===== config.mk =====
export PLATFORM = sky130hd
export DESIGN_NAME = rv32i_instr_encoder_flat
export DESIGN_NICKNAME = d
export VERILOG_FILES = /design/src/rtl/rv32i_instr_encoder_if.sv /design/src/rtl/rv32i_instr_encoder.sv /design/src/flat_wrapper.sv
export SDC_FILE = /design/constraint.sdc
export NUM_CORES = 1
export LEC_CHECK = 0
export ABC_AREA = 1
export ABC_CLOCK_PERIOD_IN_PS = 2600
export CAP_MARGIN = 20
export CORE_UTILIZATION = 59
export CTS_BUF_LIST = sky130_fd_sc_hd__clkbuf_4
export DETAILED_ROUTE_END_ITERATION = 10
export DONT_BUFFER_PORTS = 1
export PLACE_DENSITY = 0.88
export SYNTH_ARGS = -nofsm -noshare
export SYNTH_HDL_FRONTEND = slang
export SYNTH_SLANG_ARGS = --single-unit

===== constraint.sdc =====
create_clock -name clk -period 2.6 [get_ports clk]
set_clock_uncertainty 0.1 [all_clocks]
set_input_delay 0.39 -clock clk [delete_from_list [all_inputs] [get_ports clk]]
set_output_delay 0.39 -clock clk [all_outputs]
set_load 0.1 [all_outputs]

===== src/rtl/rv32i_instr_encoder_if.sv =====
// ---------------------------------------------------------------------------
// rv32i_instr_encoder_if
//   Bundles the request handshake, the instruction-memory write port and the
//   status outputs of rv32i_instr_encoder.
//   master : harness / boot-loader side (issues operations, acks writes).
//   slave  : the encoder itself.
//   Signals:
//     start            restart the program load at BASE_ADDR
//     op_valid/ready   request handshake
//     op_code,rd,rs1,rs2,imm   symbolic operation fields
//     imem_we/ack/addr/wdata   instruction-memory write port
//     count, full, err, err_pulse   load status
// ---------------------------------------------------------------------------
interface rv32i_instr_encoder_if #(
    parameter int ADDR_W = 8
);
    logic              start;
    logic              op_valid;
    logic              op_ready;
    logic [5:0]        op_code;
    logic [4:0]        rd;
    logic [4:0]        rs1;
    logic [4:0]        rs2;
    logic [12:0]       imm;
    logic              imem_we;
    logic              imem_ack;
    logic [ADDR_W-1:0] imem_addr;
    logic [31:0]       imem_wdata;
    logic [ADDR_W:0]   count;
    logic              full;
    logic              err;
    logic              err_pulse;

    // The master side also plays the memory, so it drives imem_ack.
    modport master (
        output start, op_valid, op_code, rd, rs1, rs2, imm, imem_ack,
        input  op_ready, imem_we, imem_addr, imem_wdata, count, full, err, err_pulse
    );

    modport slave (
        input  start, op_valid, op_code, rd, rs1, rs2, imm, imem_ack,
        output op_ready, imem_we, imem_addr, imem_wdata, count, full, err, err_pulse
    );
endinterface


===== src/rtl/rv32i_instr_encoder.sv =====
// ---------------------------------------------------------------------------
// rv32i_instr_encoder
//   Packs one symbolic RV32I operation (R / I-ALU / shift-imm / load / store /
//   branch subset) per handshake into a 32-bit instruction word and writes it
//   into instruction memory at an auto-incrementing word address.
//   Ports:
//     clk   rising-edge clock
//     rst   synchronous active-high reset
//     bus   rv32i_instr_encoder_if.slave (handshake, memory port, status)
//   Flow: IDLE -accept-> ENC -legal-> WR -ack-> IDLE (or FULL at last addr)
//                             ENC -illegal-> IDLE with err_pulse/err.
// ---------------------------------------------------------------------------
module rv32i_instr_encoder #(
    parameter int ADDR_W    = 8,
    parameter int BASE_ADDR = 0
) (
    input  logic                 clk,
    input  logic                 rst,
    rv32i_instr_encoder_if.slave bus
);

    localparam logic [ADDR_W-1:0] BASE     = ADDR_W'(BASE_ADDR);
    localparam logic [ADDR_W-1:0] LAST     = {ADDR_W{1'b1}};
    localparam logic [ADDR_W:0]   CNT_ONE  = (ADDR_W+1)'(1);

    localparam logic [6:0] OPC_R  = 7'b0110011;
    localparam logic [6:0] OPC_I  = 7'b0010011;
    localparam logic [6:0] OPC_LD = 7'b0000011;
    localparam logic [6:0] OPC_S  = 7'b0100011;
    localparam logic [6:0] OPC_B  = 7'b1100011;
    localparam logic [6:0] F7_ALT = 7'b0100000;

    typedef enum logic [1:0] {S_IDLE, S_ENC, S_WR, S_FULL} state_t;
    typedef enum logic [2:0] {C_R, C_I, C_SH, C_LD, C_S, C_B, C_BAD} cls_t;

    state_t            state_q, state_d;
    logic [5:0]        op_code_q, op_code_d;
    logic [4:0]        rd_q, rd_d;
    logic [4:0]        rs1_q, rs1_d;
    logic [4:0]        rs2_q, rs2_d;
    logic [12:0]       imm_q, imm_d;
    logic [31:0]       wdata_q, wdata_d;
    logic [ADDR_W-1:0] addr_q, addr_d;
    logic [ADDR_W:0]   count_q, count_d;
    logic              full_q, full_d;
    logic              err_q, err_d;
    logic              err_pulse_q, err_pulse_d;

    cls_t        cls;
    logic [2:0]  f3;
    logic [6:0]  f7;
    logic [31:0] enc_word;
    logic        enc_legal;
    logic        op_ready;

    // ------------------------------------------------------------------
    // Mnemonic table: instruction class, funct3, funct7
    // ------------------------------------------------------------------
    always_comb begin
        cls = C_BAD;
        f3  = 3'b000;
        f7  = 7'b0000000;
        case (op_code_q)
            6'd0:  begin cls = C_R;  f3 = 3'b000; end
            6'd1:  begin cls = C_R;  f3 = 3'b000; f7 = F7_ALT; end
            6'd2:  begin cls = C_R;  f3 = 3'b111; end
            6'd3:  begin cls = C_R;  f3 = 3'b110; end
            6'd4:  begin cls = C_R;  f3 = 3'b100; end
            6'd5:  begin cls = C_R;  f3 = 3'b010; end
            6'd6:  begin cls = C_R;  f3 = 3'b011; end
            6'd7:  begin cls = C_R;  f3 = 3'b001; end
            6'd8:  begin cls = C_R;  f3 = 3'b101; end
            6'd9:  begin cls = C_R;  f3 = 3'b101; f7 = F7_ALT; end
            6'd10: begin cls = C_I;  f3 = 3'b000; end
            6'd11: begin cls = C_I;  f3 = 3'b111; end
            6'd12: begin cls = C_I;  f3 = 3'b110; end
            6'd13: begin cls = C_I;  f3 = 3'b100; end
            6'd14: begin cls = C_I;  f3 = 3'b010; end
            6'd15: begin cls = C_I;  f3 = 3'b011; end
            6'd16: begin cls = C_SH; f3 = 3'b001; end
            6'd17: begin cls = C_SH; f3 = 3'b101; end
            6'd18: begin cls = C_SH; f3 = 3'b101; f7 = F7_ALT; end
            6'd19: begin cls = C_LD; f3 = 3'b000; end
            6'd20: begin cls = C_LD; f3 = 3'b001; end
            6'd21: begin cls = C_LD; f3 = 3'b010; end
            6'd22: begin cls = C_LD; f3 = 3'b100; end
            6'd23: begin cls = C_LD; f3 = 3'b101; end
            6'd24: begin cls = C_S;  f3 = 3'b000; end
            6'd25: begin cls = C_S;  f3 = 3'b001; end
            6'd26: begin cls = C_S;  f3 = 3'b010; end
            6'd27: begin cls = C_B;  f3 = 3'b000; end
            6'd28: begin cls = C_B;  f3 = 3'b001; end
            6'd29: begin cls = C_B;  f3 = 3'b100; end
            6'd30: begin cls = C_B;  f3 = 3'b101; end
            6'd31: begin cls = C_B;  f3 = 3'b110; end
            6'd32: begin cls = C_B;  f3 = 3'b111; end
            default: cls = C_BAD;
        endcase
    end

    // ------------------------------------------------------------------
    // Field packing and immediate range checks on the latched request
    // ------------------------------------------------------------------
    always_comb begin
        enc_word  = 32'h0;
        enc_legal = 1'b0;
        case (cls)
            C_R: begin
                enc_word  = {f7, rs2_q, rs1_q, f3, rd_q, OPC_R};
                enc_legal = 1'b1;
            end
            C_I: begin
                enc_word  = {imm_q[11:0], rs1_q, f3, rd_q, OPC_I};
                // 12-bit signed range: bit 12 must be a copy of the sign bit
                enc_legal = (imm_q[12] == imm_q[11]);
            end
            C_SH: begin
                enc_word  = {f7, imm_q[4:0], rs1_q, f3, rd_q, OPC_I};
                enc_legal = (imm_q[12:5] == 8'h00);
            end
            C_LD: begin
                enc_word  = {imm_q[11:0], rs1_q, f3, rd_q, OPC_LD};
                enc_legal = (imm_q[12] == imm_q[11]);
            end
            C_S: begin
                enc_word  = {imm_q[11:5], rs2_q, rs1_q, f3, imm_q[4:0], OPC_S};
                enc_legal = (imm_q[12] == imm_q[11]);
            end
            C_B: begin
                enc_word  = {imm_q[12], imm_q[10:5], rs2_q, rs1_q, f3,
                             imm_q[4:1], imm_q[11], OPC_B};
                // branch targets are halfword aligned
                enc_legal = (imm_q[0] == 1'b0);
            end
            default: begin
                enc_word  = 32'h0;
                enc_legal = 1'b0;
            end
        endcase
    end

    assign op_ready = (state_q == S_IDLE) && !full_q;

    // ------------------------------------------------------------------
    // Next-state logic
    // ------------------------------------------------------------------
    always_comb begin
        state_d     = state_q;
        op_code_d   = op_code_q;
        rd_d        = rd_q;
        rs1_d       = rs1_q;
        rs2_d       = rs2_q;
        imm_d       = imm_q;
        wdata_d     = wdata_q;
        addr_d      = addr_q;
        count_d     = count_q;
        full_d      = full_q;
        err_d       = err_q;
        err_pulse_d = 1'b0;

        case (state_q)
            S_IDLE: begin
                if (bus.op_valid && op_ready) begin
                    op_code_d = bus.op_code;
                    rd_d      = bus.rd;
                    rs1_d     = bus.rs1;
                    rs2_d     = bus.rs2;
                    imm_d     = bus.imm;
                    state_d   = S_ENC;
                end
            end
            S_ENC: begin
                if (enc_legal) begin
                    wdata_d = enc_word;
                    state_d = S_WR;
                end else begin
                    err_pulse_d = 1'b1;
                    err_d       = 1'b1;
                    state_d     = S_IDLE;
                end
            end
            S_WR: begin
                if (bus.imem_ack) begin
                    count_d = count_q + CNT_ONE;
                    // Stop at the top of memory instead of wrapping.
                    if (addr_q == LAST) begin
                        full_d  = 1'b1;
                        state_d = S_FULL;
                    end else begin
                        addr_d  = addr_q + 1'b1;
                        state_d = S_IDLE;
                    end
                end
            end
            S_FULL: begin
                state_d = S_FULL;
            end
            default: state_d = S_IDLE;
        endcase

        // Restart overrides everything except reset; aborts any pending write.
        if (bus.start) begin
            state_d     = S_IDLE;
            addr_d      = BASE;
            count_d     = '0;
            full_d      = 1'b0;
            err_d       = 1'b0;
            err_pulse_d = 1'b0;
        end
    end

    // ------------------------------------------------------------------
    // State registers
    // ------------------------------------------------------------------
    always_ff @(posedge clk) begin
        if (rst) begin
            state_q     <= S_IDLE;
            op_code_q   <= '0;
            rd_q        <= '0;
            rs1_q       <= '0;
            rs2_q       <= '0;
            imm_q       <= '0;
            wdata_q     <= '0;
            addr_q      <= BASE;
            count_q     <= '0;
            full_q      <= 1'b0;
            err_q       <= 1'b0;
            err_pulse_q <= 1'b0;
        end else begin
            state_q     <= state_d;
            op_code_q   <= op_code_d;
            rd_q        <= rd_d;
            rs1_q       <= rs1_d;
            rs2_q       <= rs2_d;
            imm_q       <= imm_d;
            wdata_q     <= wdata_d;
            addr_q      <= addr_d;
            count_q     <= count_d;
            full_q      <= full_d;
            err_q       <= err_d;
            err_pulse_q <= err_pulse_d;
        end
    end

    assign bus.op_ready   = op_ready;
    assign bus.imem_we    = (state_q == S_WR);
    assign bus.imem_addr  = addr_q;
    assign bus.imem_wdata = wdata_q;
    assign bus.count      = count_q;
    assign bus.full       = full_q;
    assign bus.err        = err_q;
    assign bus.err_pulse  = err_pulse_q;

endmodule


===== src/flat_wrapper.sv =====
// flat-port wrapper written by rule: the top's interface ports become plain ports
module rv32i_instr_encoder_flat 
#(
    parameter int ADDR_W    = 8,
    parameter int BASE_ADDR = 0
)
  (clk, rst, bus_start, bus_op_valid, bus_op_code, bus_rd, bus_rs1, bus_rs2, bus_imm, bus_imem_ack, bus_op_ready, bus_imem_we, bus_imem_addr, bus_imem_wdata, bus_count, bus_full, bus_err, bus_err_pulse);
  rv32i_instr_encoder_if #(.ADDR_W(ADDR_W)) bus_i ();
  input  logic clk;
  input  logic rst;
  input wire logic [$bits(bus_i.start)-1:0] bus_start;
  input wire logic [$bits(bus_i.op_valid)-1:0] bus_op_valid;
  input wire logic [$bits(bus_i.op_code)-1:0] bus_op_code;
  input wire logic [$bits(bus_i.rd)-1:0] bus_rd;
  input wire logic [$bits(bus_i.rs1)-1:0] bus_rs1;
  input wire logic [$bits(bus_i.rs2)-1:0] bus_rs2;
  input wire logic [$bits(bus_i.imm)-1:0] bus_imm;
  input wire logic [$bits(bus_i.imem_ack)-1:0] bus_imem_ack;
  output wire logic [$bits(bus_i.op_ready)-1:0] bus_op_ready;
  output wire logic [$bits(bus_i.imem_we)-1:0] bus_imem_we;
  output wire logic [$bits(bus_i.imem_addr)-1:0] bus_imem_addr;
  output wire logic [$bits(bus_i.imem_wdata)-1:0] bus_imem_wdata;
  output wire logic [$bits(bus_i.count)-1:0] bus_count;
  output wire logic [$bits(bus_i.full)-1:0] bus_full;
  output wire logic [$bits(bus_i.err)-1:0] bus_err;
  output wire logic [$bits(bus_i.err_pulse)-1:0] bus_err_pulse;
  assign bus_i.start = bus_start;
  assign bus_i.op_valid = bus_op_valid;
  assign bus_i.op_code = bus_op_code;
  assign bus_i.rd = bus_rd;
  assign bus_i.rs1 = bus_rs1;
  assign bus_i.rs2 = bus_rs2;
  assign bus_i.imm = bus_imm;
  assign bus_i.imem_ack = bus_imem_ack;
  assign bus_op_ready = bus_i.op_ready;
  assign bus_imem_we = bus_i.imem_we;
  assign bus_imem_addr = bus_i.imem_addr;
  assign bus_imem_wdata = bus_i.imem_wdata;
  assign bus_count = bus_i.count;
  assign bus_full = bus_i.full;
  assign bus_err = bus_i.err;
  assign bus_err_pulse = bus_i.err_pulse;
  rv32i_instr_encoder #(.ADDR_W(ADDR_W), .BASE_ADDR(BASE_ADDR)) u_core (.clk(clk), .rst(rst), .bus(bus_i));
endmodule

Word-level counts from Yosys, hierarchy flattened. Cells that the tools add are included.

Flip-flop bits (word level): 88. Input bits: 39. Output and inout bits: 54. Word-level logic and storage cells: 104.

Add/sub/neg operators: 2. Eq/ne operators: 44. Multiplexer cells: 11. Bitwise logic cells: 4. Reductions and logical operators: 31.

Operators by type and width (count): 32-bit one-hot mux with 6 select lines (1); 6-bit by 5-bit equality test with 1-bit output (second input constant) (16); 6-bit by 4-bit equality test with 1-bit output (second input constant) (8); 6-bit by 3-bit equality test with 1-bit output (second input constant) (4); 3-bit one-hot mux with 7 select lines (1); 3-bit OR reduction (7); 3-bit one-hot mux with 6 select lines (1); 6-bit OR reduction (3); 6-bit by 2-bit equality test with 1-bit output (second input constant) (2); 2-bit AND reduction (5); 10-bit OR reduction (1); 5-bit OR reduction (2); 9-bit by 1-bit adder with 9-bit output (second input constant) (1); 8-bit by 1-bit adder with 8-bit output (second input constant) (1); 8-bit equality test (second input constant) (1); 8-bit logical NOT (1); 2-bit 2-to-1 mux (4); 2-bit one-hot mux with 4 select lines (1); 4-bit OR reduction (2); 3-bit by 2-bit equality test with 1-bit output (second input constant) (2); 3-bit equality test (second input constant) (2); 6-bit by 1-bit equality test with 1-bit output (second input constant) (1); 6-bit equality test (second input constant) (1); 6-bit logical NOT (1); 15 further kinds (23).

Depth between registers and ports, before layout. Gate-level depths: netlist of the first run.

Word-level depth: 8. Mapped depth: 20. Gate-level depth less buffers: 19.

Worst setup path after synthesis of the first run. Ideal clock, no wire load.

Kind: register -> register. From: register u_core.state_q[1]. To: register u_core.addr_q[7] (netlist: u_core.bus.imem_addr[7]). Library setup time: 119 ps. Data arrival time: 3118 ps. Required time: 2381 ps. Path slack: -737 ps. Stages on the path, launching flop included: 10. Buffers on the path: 0. Clock period less this slack: 3337 ps. Path through: dfxtp_1 inv_1 nor2_1 nand2_1 nor2_1 nand4_1 nor3_1 nand3_1 nand2_1 nor2_1.

Cells in the longest elaborated chain, start to end: 2.

Ends and longest elaborated chain: start: declaration (line rv32i_instr_encoder.sv:36) `state_t state_q, state_d;`; start signal: assignment (line rv32i_instr_encoder.sv:230) `state_q <= state_d;`; 2-bit equality test; net bus_imem_we (line flat_wrapper.sv:20) `output wire logic [$bits(bus_i.imem_we)-1:0] bus_imem_we;`; 3-bit AND reduction (no line); end signal: assignment (line rv32i_instr_encoder.sv:237) `addr_q <= addr_d;`; end: declaration (line rv32i_instr_encoder.sv:43) `logic [ADDR_W-1:0] addr_q, addr_d;`.

The timed path passes the listed nets, and every way through them passes these cells. A chain may end at the register's enable or synchronous reset.

Final worst setup path of the first run.
From: register u_core.op_code_q[2]. To: register u_core.wdata_q[9] (netlist: u_core.bus.imem_wdata[9]).

Cells in the longest elaborated chain, start to end: 7. Elaborated cells between the ends (all ways): 50. Classes of those cells: eq/ne: 37; mux: 3; reduce/logical: 10.

Ends and longest elaborated chain: start: declaration (line rv32i_instr_encoder.sv:37) `logic [5:0] op_code_q, op_code_d;`; start signal: assignment (line rv32i_instr_encoder.sv:231) `op_code_q <= op_code_d;`; 6-bit by 1-bit equality test with 1-bit output (tied with other cells) (line rv32i_instr_encoder.sv:63) `case (op_code_q)`; 10-bit OR reduction (no line) (tied with other cells); 3-bit one-hot mux with 6 select lines * (line rv32i_instr_encoder.sv:63); 3-bit by 1-bit equality test with 1-bit output (tied with other cells) (line rv32i_instr_encoder.sv:107) `case (cls)`; 3-bit OR reduction (no line); 1-bit one-hot mux with 4 select lines (line rv32i_instr_encoder.sv:107); 2-bit AND reduction (no line); end signal: assignment (line rv32i_instr_encoder.sv:236) `wdata_q <= wdata_d;`; end: declaration (line rv32i_instr_encoder.sv:42) `logic [31:0] wdata_q, wdata_d;`.

Mark *: on every way between the ends. The rest lies on a longest branch, timed or not.

==> impl_results.md, run 1 <==
* Die W at 86.6 um
* Setup TNS at -14.7 ps
* CTS tree: done
* Placed inst area at 4750 sq um
* Site Rows at 30
* Via count at 4,645
* Vias in the first global route at 4,059
* GR Util All Layers at 32.3%
* Synth top area cells: dfxtp_1, nand2_1, nand3_1
* Remaining antenna violation count at 0
* Most frequent cells in the layout: nand2_1, dfxtp_1, buf_4
* Root Buffer: clkbuf_4
* PwrDens at 580 nW/um^2
* Syn Std Cell Area at 4230 sq um
* Residual DRC count at 0
* Leak at 0.00216 uW
* Cells after DPL at 717
* Non-Filler Instances at 765
* DP Wirelength at 7580 um
* Wire per inst at 17.2 um
* Antenna fix cells at 0
* MaxCap Viol Count at 0
* Worst setup margin at -14.7 ps
* Nets at 708
* Netlist cell types at 36
* Post-Syn Instances at 580
* Worst VDD drop at 382 uV
* Reg2reg setup slack at -10 ps
* Gr ovfl total at 0
* DR iter-0 viols at 572
* Failing checks: negative setup slack
* Syn Area/Cell at 7.29 sq um
* TritonCTS Buffers at 9
* Vias per cell at 6.07
* Floorplan die height at 86.6 um
* Fmax at 382 MHz
* Post-synth top area share at 40.3%
* DIE AREA at 7500 sq um
* Fin crit period at 2610 ps
* Final instance area at 5390 sq um
* Worst Hold Class: in -> reg
* Worst skew pair latency at 460 ps
* Relative slew slack at 35.7%
* GP Congestion at 0.971
* Pin count of the biggest net entering global routing at 64
* YS warnings at 0
* Setup crit start kind: flip-flop
* Worst-Margin Slew at 962 ps
* Period utilisation layout at 101%
* Hold Fails Final Rpt at 0
* Synth Register Bits at 85
* CP Data Arrival Time at 2900 ps
* CP Data Required Time at 2880 ps
* I/O Buffers at 0
* Max Fanout on Critical Path at 8
* Clock sink count at 85
* Setup violations, final at 1
* Global-route wire length before repair at 18,700 um
* Slew Limit Fails at 0
* Status: finished with violations
* Initial antenna violation count at 0
* DRT Pass-1 Iters at 6
* Layout cells sized above 1 at 25.3%
* Routed WL at 13,200 um
* Placeable Area at 6870 sq um
* Setup Crit Path Kind: reg -> reg
* Most common cell after layout, fill and taps aside: nand2_1
* Cell accounting for the most synthesized area: dfxtp_1
* Synthesis-to-finish area growth at 27.7%
* CTS clk-pin slew, worst paths at 150 ps
* Seq/Total Area, Yosys at 40.3%
* Finished Core Util at 78.5%
* I/O Pins at 93
* Htree depth at 3
* Worst hold slack at 7.24 ps
* Worst setup EP type: flip-flop
* Clock buffer depth at 2
* Initial core utilization at 61.5%
state kept, by name (all words and copies together) (netlist names):
name                   cells
u_core.bus.full            1
u_core.bus.count           9
u_core.bus.err             1
u_core.bus.imem_addr       8
u_core.bus.err_pulse       1
u_core.state_q             2
u_core.rd_q                5
u_core.rs1_q               5
u_core.rs2_q               5
u_core.op_code_q           6
u_core.bus.imem_wdata     29
u_core.imm_q              13
power breakdown:
part / total, uW / internal, uW / switching (uW)
registers: 1390 / 1350 / 42.1
logic: 824 / 295 / 529
clock network: 908 / 410 / 498
layer usage:
metal	global-route usage (%)	up-vias	wire length [um]
li1	-	2110	-
met1	37.5	2086	4720
met2	54.5	343	6310
met3	6.67	106	1280
met4	20.8	0	885
met5	0	-	0
final cells by class:
type | instances | area [sq um]
multi-input combinational | 409 | 2210
sequential | 85 | 1720
fill | 447 | 1480
timing repair buffer | 105 | 966
inverter | 54 | 210
tap | 96 | 120
clock inverter | 6 | 95.1
clock buffer | 10 | 75.1
final timing paths:
check                                    startpoint                                      to  cells past startpoint
max                u_core.op_code_q[2]$_SDFFE_PP0P_   u_core.bus.imem_wdata[9]$_SDFFE_PP0P_                     20
min                                  bus_op_code[2]        u_core.op_code_q[2]$_SDFFE_PP0P_                      2
max reg2reg        u_core.op_code_q[2]$_SDFFE_PP0P_   u_core.bus.imem_wdata[9]$_SDFFE_PP0P_                     20
min reg2reg  u_core.bus.imem_wdata[25]$_SDFFE_PP0P_  u_core.bus.imem_wdata[25]$_SDFFE_PP0P_                      2
synthesized netlist by cell type:
| cell type | instances |
|---|---|
| a21oi_2 | 10 |
| buf_2 | 2 |
| buf_8 | 1 |
| buf_6 | 3 |
| nor2_1 | 65 |
| o211ai_1 | 2 |
| nand4_1 | 8 |
| inv_2 | 6 |
| nor3_1 | 11 |
| a22oi_1 | 5 |
| buf_4 | 9 |
| conb_1 | 1 |
| nor2_8 | 1 |
| dfxtp_1 | 85 |
| nand3_1 | 65 |
| nor2_2 | 5 |
| nor3b_1 | 2 |
| a31oi_1 | 2 |
| nand2_1 | 104 |
| a21oi_1 | 56 |
| o21bai_1 | 1 |
| nor2_4 | 1 |
| a21boi_0 | 1 |
| ha_1 | 5 |
| clkinv_4 | 1 |
| inv_1 | 46 |
| nand3_2 | 15 |
| nand2_4 | 1 |
| o21ai_0 | 21 |
| clkbuf_1 | 16 |
| xor2_1 | 1 |
| a211oi_1 | 19 |
| a21oi_4 | 1 |
| buf_1 | 2 |
| clkinv_1 | 1 |
| nand2_2 | 5 |
per-stage QoR:
| step | total power [uW] | worst slack (ps) |
|---|---|---|
| after floorplan | 1910 | 132 |
| final | 3130 | -14.7 |
| after detailed placement | 2020 | -89.0 |
| after global placement | 2010 | 41.5 |
| after global routing | 3230 | -121 |
| after CTS | 2960 | 8.27 |
cell families (layout without fill, tap and decap cells):
group                    after synthesis  after routing  synth area share (%)
AND/OR/NAND/NOR                      283            283                  31.6
AO/OA/AOI/OAI                        118            118                  16.8
buffers and inverters                 87            175                  9.51
flip-flops                            85             85                  40.3
adder cells (fa/ha/maj)                5              5                  1.48
other                                  1              2                0.0888
XOR/XNOR                               1              1                 0.207
timing repair:
item	4_1_cts	5_1_grt
buffers inserted	0	8
resized for setup	7	25
cloned	0	3
hold endpoints to repair	63	0
pin swaps	1	8
hold buffers	21	0
endpoints found under the setup margin	23	30
critical path, stage by stage, from the launching register on:
cell	delay, ps
dfxtp_4	400
inv_1	60
nand2_2	70
inv_2	60
nand2_2	70
nand3_2	80
inv_1	60
ha_2	170
inv_2	40
nor2_4	230
nor2_8	60
nand2_4	90
inv_8	50
nand3_2	70
nand2_2	60
nand2_2	110
nand3_4	150
nand2_8	150
clkbuf_16	160
nand2_1	70
a21oi_1	220
Note: power is estimated with default switching activity, not from simulation.
==> run 2, diff against run 1 <==
- ABC_AREA: 1 -> not set
- CELL_PAD_IN_SITES_DETAIL_PLACEMENT: not set -> 0
- CELL_PAD_IN_SITES_GLOBAL_PLACEMENT: not set -> 2
- CORE_UTILIZATION: 59 -> 34
- PLACE_DENSITY: 0.88 -> 0.87
==> run 2 against run 1 <==
- clock power up 17%
- register-to-register slack better by 150 ps
- the run now ends clean
- synthesized cell count down 21%
- via count down 21%
- critical endpoint is now u_core.bus.imem_wdata[21]$_SDFFE_PP0P_
==> impl_results.md, run 2 <==
* Synthesis-to-finish area growth at 34.7%
* RSZ-0062 raised after global routing: false
* Relative slew slack at 62.2% (+27 points)
* Nets at 599 (-15%)
* Routed WL at 10,700 um (-19%)
* Setup crit start kind: flip-flop
* I/O Buffers at 0 (unchanged)
* Post-Synth XOR/XNOR Area at 2.26% (+2.0 points)
* Initial antenna violation count at 0 (unchanged)
* Pin count of the biggest net entering global routing at 36 (-44%)
* DP Wirelength at 7350 um (-3.0%)
* Most frequent cells in the layout: nand2_1, dfxtp_1, buf_4
* MaxCap Viol Count at 0 (unchanged)
* Max Fanout on Critical Path at 16 (+8)
* Htree depth at 3 (unchanged)
* DIE AREA at 11,800 sq um (+58%)
* DRT Pass-1 Iters at 4 (-2)
* TritonCTS Buffers at 9 (unchanged)
* Synth Register Bits at 85 (unchanged)
* Largest family of logic cells by synthesized area: compound AO/OA/AOI/OAI gates
* Finished Core Util at 47.6% (-31 points)
* Slew Limit Fails at 0 (unchanged)
* Worst setup EP type: flip-flop
* Clock buffer depth at 2 (unchanged)
* Remaining antenna violation count at 0 (unchanged)
* I/O Pins at 93 (unchanged)
* Hold Fails Final Rpt at 0 (unchanged)
* Post-Synth Adder-Cell Area at 1.61% (+0.13 points)
* Fmax at 405 MHz (+5.9%)
* Wire per inst at 15.3 um (-11%)
* Placed inst area at 4480 sq um (-5.7%)
* WHS Path Cells at 2 (unchanged)
* Worst-Margin Slew at 563 ps (-399 ps)
* Leak at 0.00203 uW (-6.2%)
* Syn Std Cell Area at 3880 sq um (-8.1%)
* Post-synth ARST share at 0% (unchanged)
* Top FF cell, synth: dfxtp_1
* Clock sink count at 85 (unchanged)
* Residual DRC count at 0 (unchanged)
* Root Buffer: clkbuf_4
* Die W at 109 um (+26%)
* CP Data Required Time at 2870 ps (about the same)
* Seq/Total Area, Yosys at 43.8% (+3.6 points)
* CP Data Arrival Time at 2740 ps (-160 ps)
* Floorplan die height at 109 um (+26%)
* Vias in the first global route at 3,428 (-16%)
* PwrDens at 569 nW/um^2 (-1.9%)
* Max reg flops at 29 (unchanged)
* Vias per cell at 5.25 (-14%)
* Fillers at 1,044 (+130%)
* Worst reg2reg path depth at 8 (-60%)
* CTS tree: done
* Fin crit period at 2470 ps (-147 ps)
* Setup violations, final at 0 (-1)
* Worst skew pair latency at 450 ps (about the same)
* Antenna fix cells at 0 (unchanged)
* Worst Hold Class: in -> reg
* Synth top area cells: dfxtp_1, nand2_1, a21oi_1
* GP Congestion at 0.833 (-14%)
* Worst VDD drop at 349 uV (-8.6%)
* Most common cell in the netlist: nand2_1
* DR iter-0 viols at 146 (-74%)
* Compound-Gate Fraction of Synth Area at 23.2% (+6.4 points)
* Placeable Area at 11,000 sq um (+60%)
* Reg-to-reg startpoint: u_core.op_code_q[0]$_SDFFE_PP0P_
* Hold endpoint: u_core.rd_q[3]$_SDFFE_PP0P_
* EDFF count, synth at 0 (unchanged)
* FF+latch area at 1710 sq um (-0.44%)
* Post-Syn Instances at 460 (-21%)
* Reg2reg setup slack at 130 ps (+150 ps)
* Via count at 3,676 (-21%)
* Hold Path Origin: bus_rd[3]
* Area of the multi-input gates at 2110 sq um (-4.5%)
* Period utilisation layout at 94.9% (-5.6 points)
* Setup Crit Path Kind: reg -> reg
* Initial core utilization at 35.3% (-26 points)
* Layout cells sized above 1 at 23.2% (-2.0 points)
* GR Util All Layers at 18.6% (-14 points)
* Post-synthesis simple-gate area fraction at 21.2% (-10 points)
* Most common cell after layout, fill and taps aside: nand2_1
* Final instance area at 5230 sq um (-3.1%)
* Status: complete, no violations
* Commonest cells post-synth: nand2_1, dfxtp_1, a21oi_1
* Post-synth top area share at 43.8% (+3.6 points)
* CTS clk-pin slew, worst paths at 140 ps (about the same)
* Mux cell area share after synthesis at 2.45% (+2.5 points)
* Syn Area/Cell at 8.44 sq um (+16%)
* Global-route wire length before repair at 17,000 um (-9.4%)
* Site Rows at 38 (+27%)
* FF-to-FF End: u_core.bus.imem_wdata[21]$_SDFFE_PP0P_
* Gr ovfl total at 0 (unchanged)
* YS warnings at 0 (unchanged)
* Netlist cell types at 64 (+78%)
* Cell accounting for the most synthesized area: dfxtp_1
## run 2: changes by cell type in the layout (fill, tap and decap cells not counted), moves of 14 or more
cell,delta
inv_1,-34
nor2_1,-38
nand3_1,-59
dlygate4sd3_1,+14
a211oi_1,-17
nand3_2,-14
## run 2: per-layer routing
metal	routed length, um	part of all wire (%)	global-route usage, %	up-vias
met5	0	0	0	-
met4	259	2.4	8.49	0
met3	657	6.1	4.42	23
met2	5070	47	30.2	96
met1	4730	44	23.5	1743
li1	-	-	-	1814
## run 2: layout make-up
| cell class | count | share of cell area, % |
|---|---|---|
| Clock buffer | 10 | 1.44 |
| Clock inverter | 6 | 2.58 |
| Inverter | 12 | 0.862 |
| Multi-Input combinational cell | 335 | 40.4 |
| Sequential cell | 85 | 32.7 |
| Tap cell | 140 | 3.35 |
| Timing Repair Buffer | 112 | 18.7 |
## run 2: kinds of logic after synthesis
group           Yosys count
compound gates          130
xor+xnor                 10
fa+ha+maj                 5
buf+inv                  43
flops                    85
mux                       9
other cells               1
simple gates            177
## run 2: timing repair
action                                 4_1_cts  5_1_grt
pin swaps                                    3        4
setup buffers                                2        3
cloned                                       1        1
endpoints found under the hold margin       36        0
setup endpoints to repair                   22       29
resized for setup                            3       20
hold buffers                                35        0
## run 2: worst max path at each step
stage | from | to | slack (ps) | cells past startpoint
floorplan | u_core.op_code_q[0]$_SDFFE_PP0P_ | u_core.bus.imem_wdata[15]$_SDFFE_PP0P_ | 2 | 13
global placement | u_core.op_code_q[4]$_SDFFE_PP0P_ | u_core.bus.imem_wdata[17]$_SDFFE_PP0P_ | 20 | 7
detailed placement | u_core.op_code_q[4]$_SDFFE_PP0P_ | u_core.bus.imem_wdata[4]$_SDFFE_PP0P_ | -80 | 9
CTS | u_core.op_code_q[5]$_SDFFE_PP0P_ | u_core.bus.imem_wdata[18]$_SDFFE_PP0P_ | 30 | 9
global route | u_core.op_code_q[0]$_SDFFE_PP0P_ | u_core.bus.imem_wdata[14]$_SDFFE_PP0P_ | 10 | 8
finish | u_core.op_code_q[0]$_SDFFE_PP0P_ | u_core.bus.imem_wdata[21]$_SDFFE_PP0P_ | 130 | 8
## run 2: critical path, stage by stage (launching register included)
cell	delay, ps
dfxtp_1	430
buf_4	250
nor3b_4	80
or4_4	540
a32oi_2	230
a21oi_4	100
buf_4	170
a31oi_4	330
o2bb2ai_1	150
## run 2: power by group
| group | total [uW] | internal, uW | switching, uW | leakage, uW |
|---|---|---|---|---|
| logic | 540 | 209 | 330 | 0.00123 |
| clock network | 1060 | 594 | 465 | 0.000103 |
| registers | 1370 | 1340 | 30.8 | 0.000693 |
## run 2: per-stage QoR
stage | setup TNS [ps] | hold WS [ps] | power (uW) | worst slack, ps | instances
3_3_place_gp | 0 | 340 | 1820 | 22.0 | 642
3_5_place_dp | -470 | 343 | 1830 | -84.0 | 642
4_1_cts | 0 | 5.83 | 2950 | 29.7 | 696
5_1_grt | 0 | 3.82 | 3100 | 12.2 | 700
6_report | 0 | 26.8 | 2970 | 132 | 700
2_1_floorplan | 0 | 336 | 1730 | 2.22 | 461
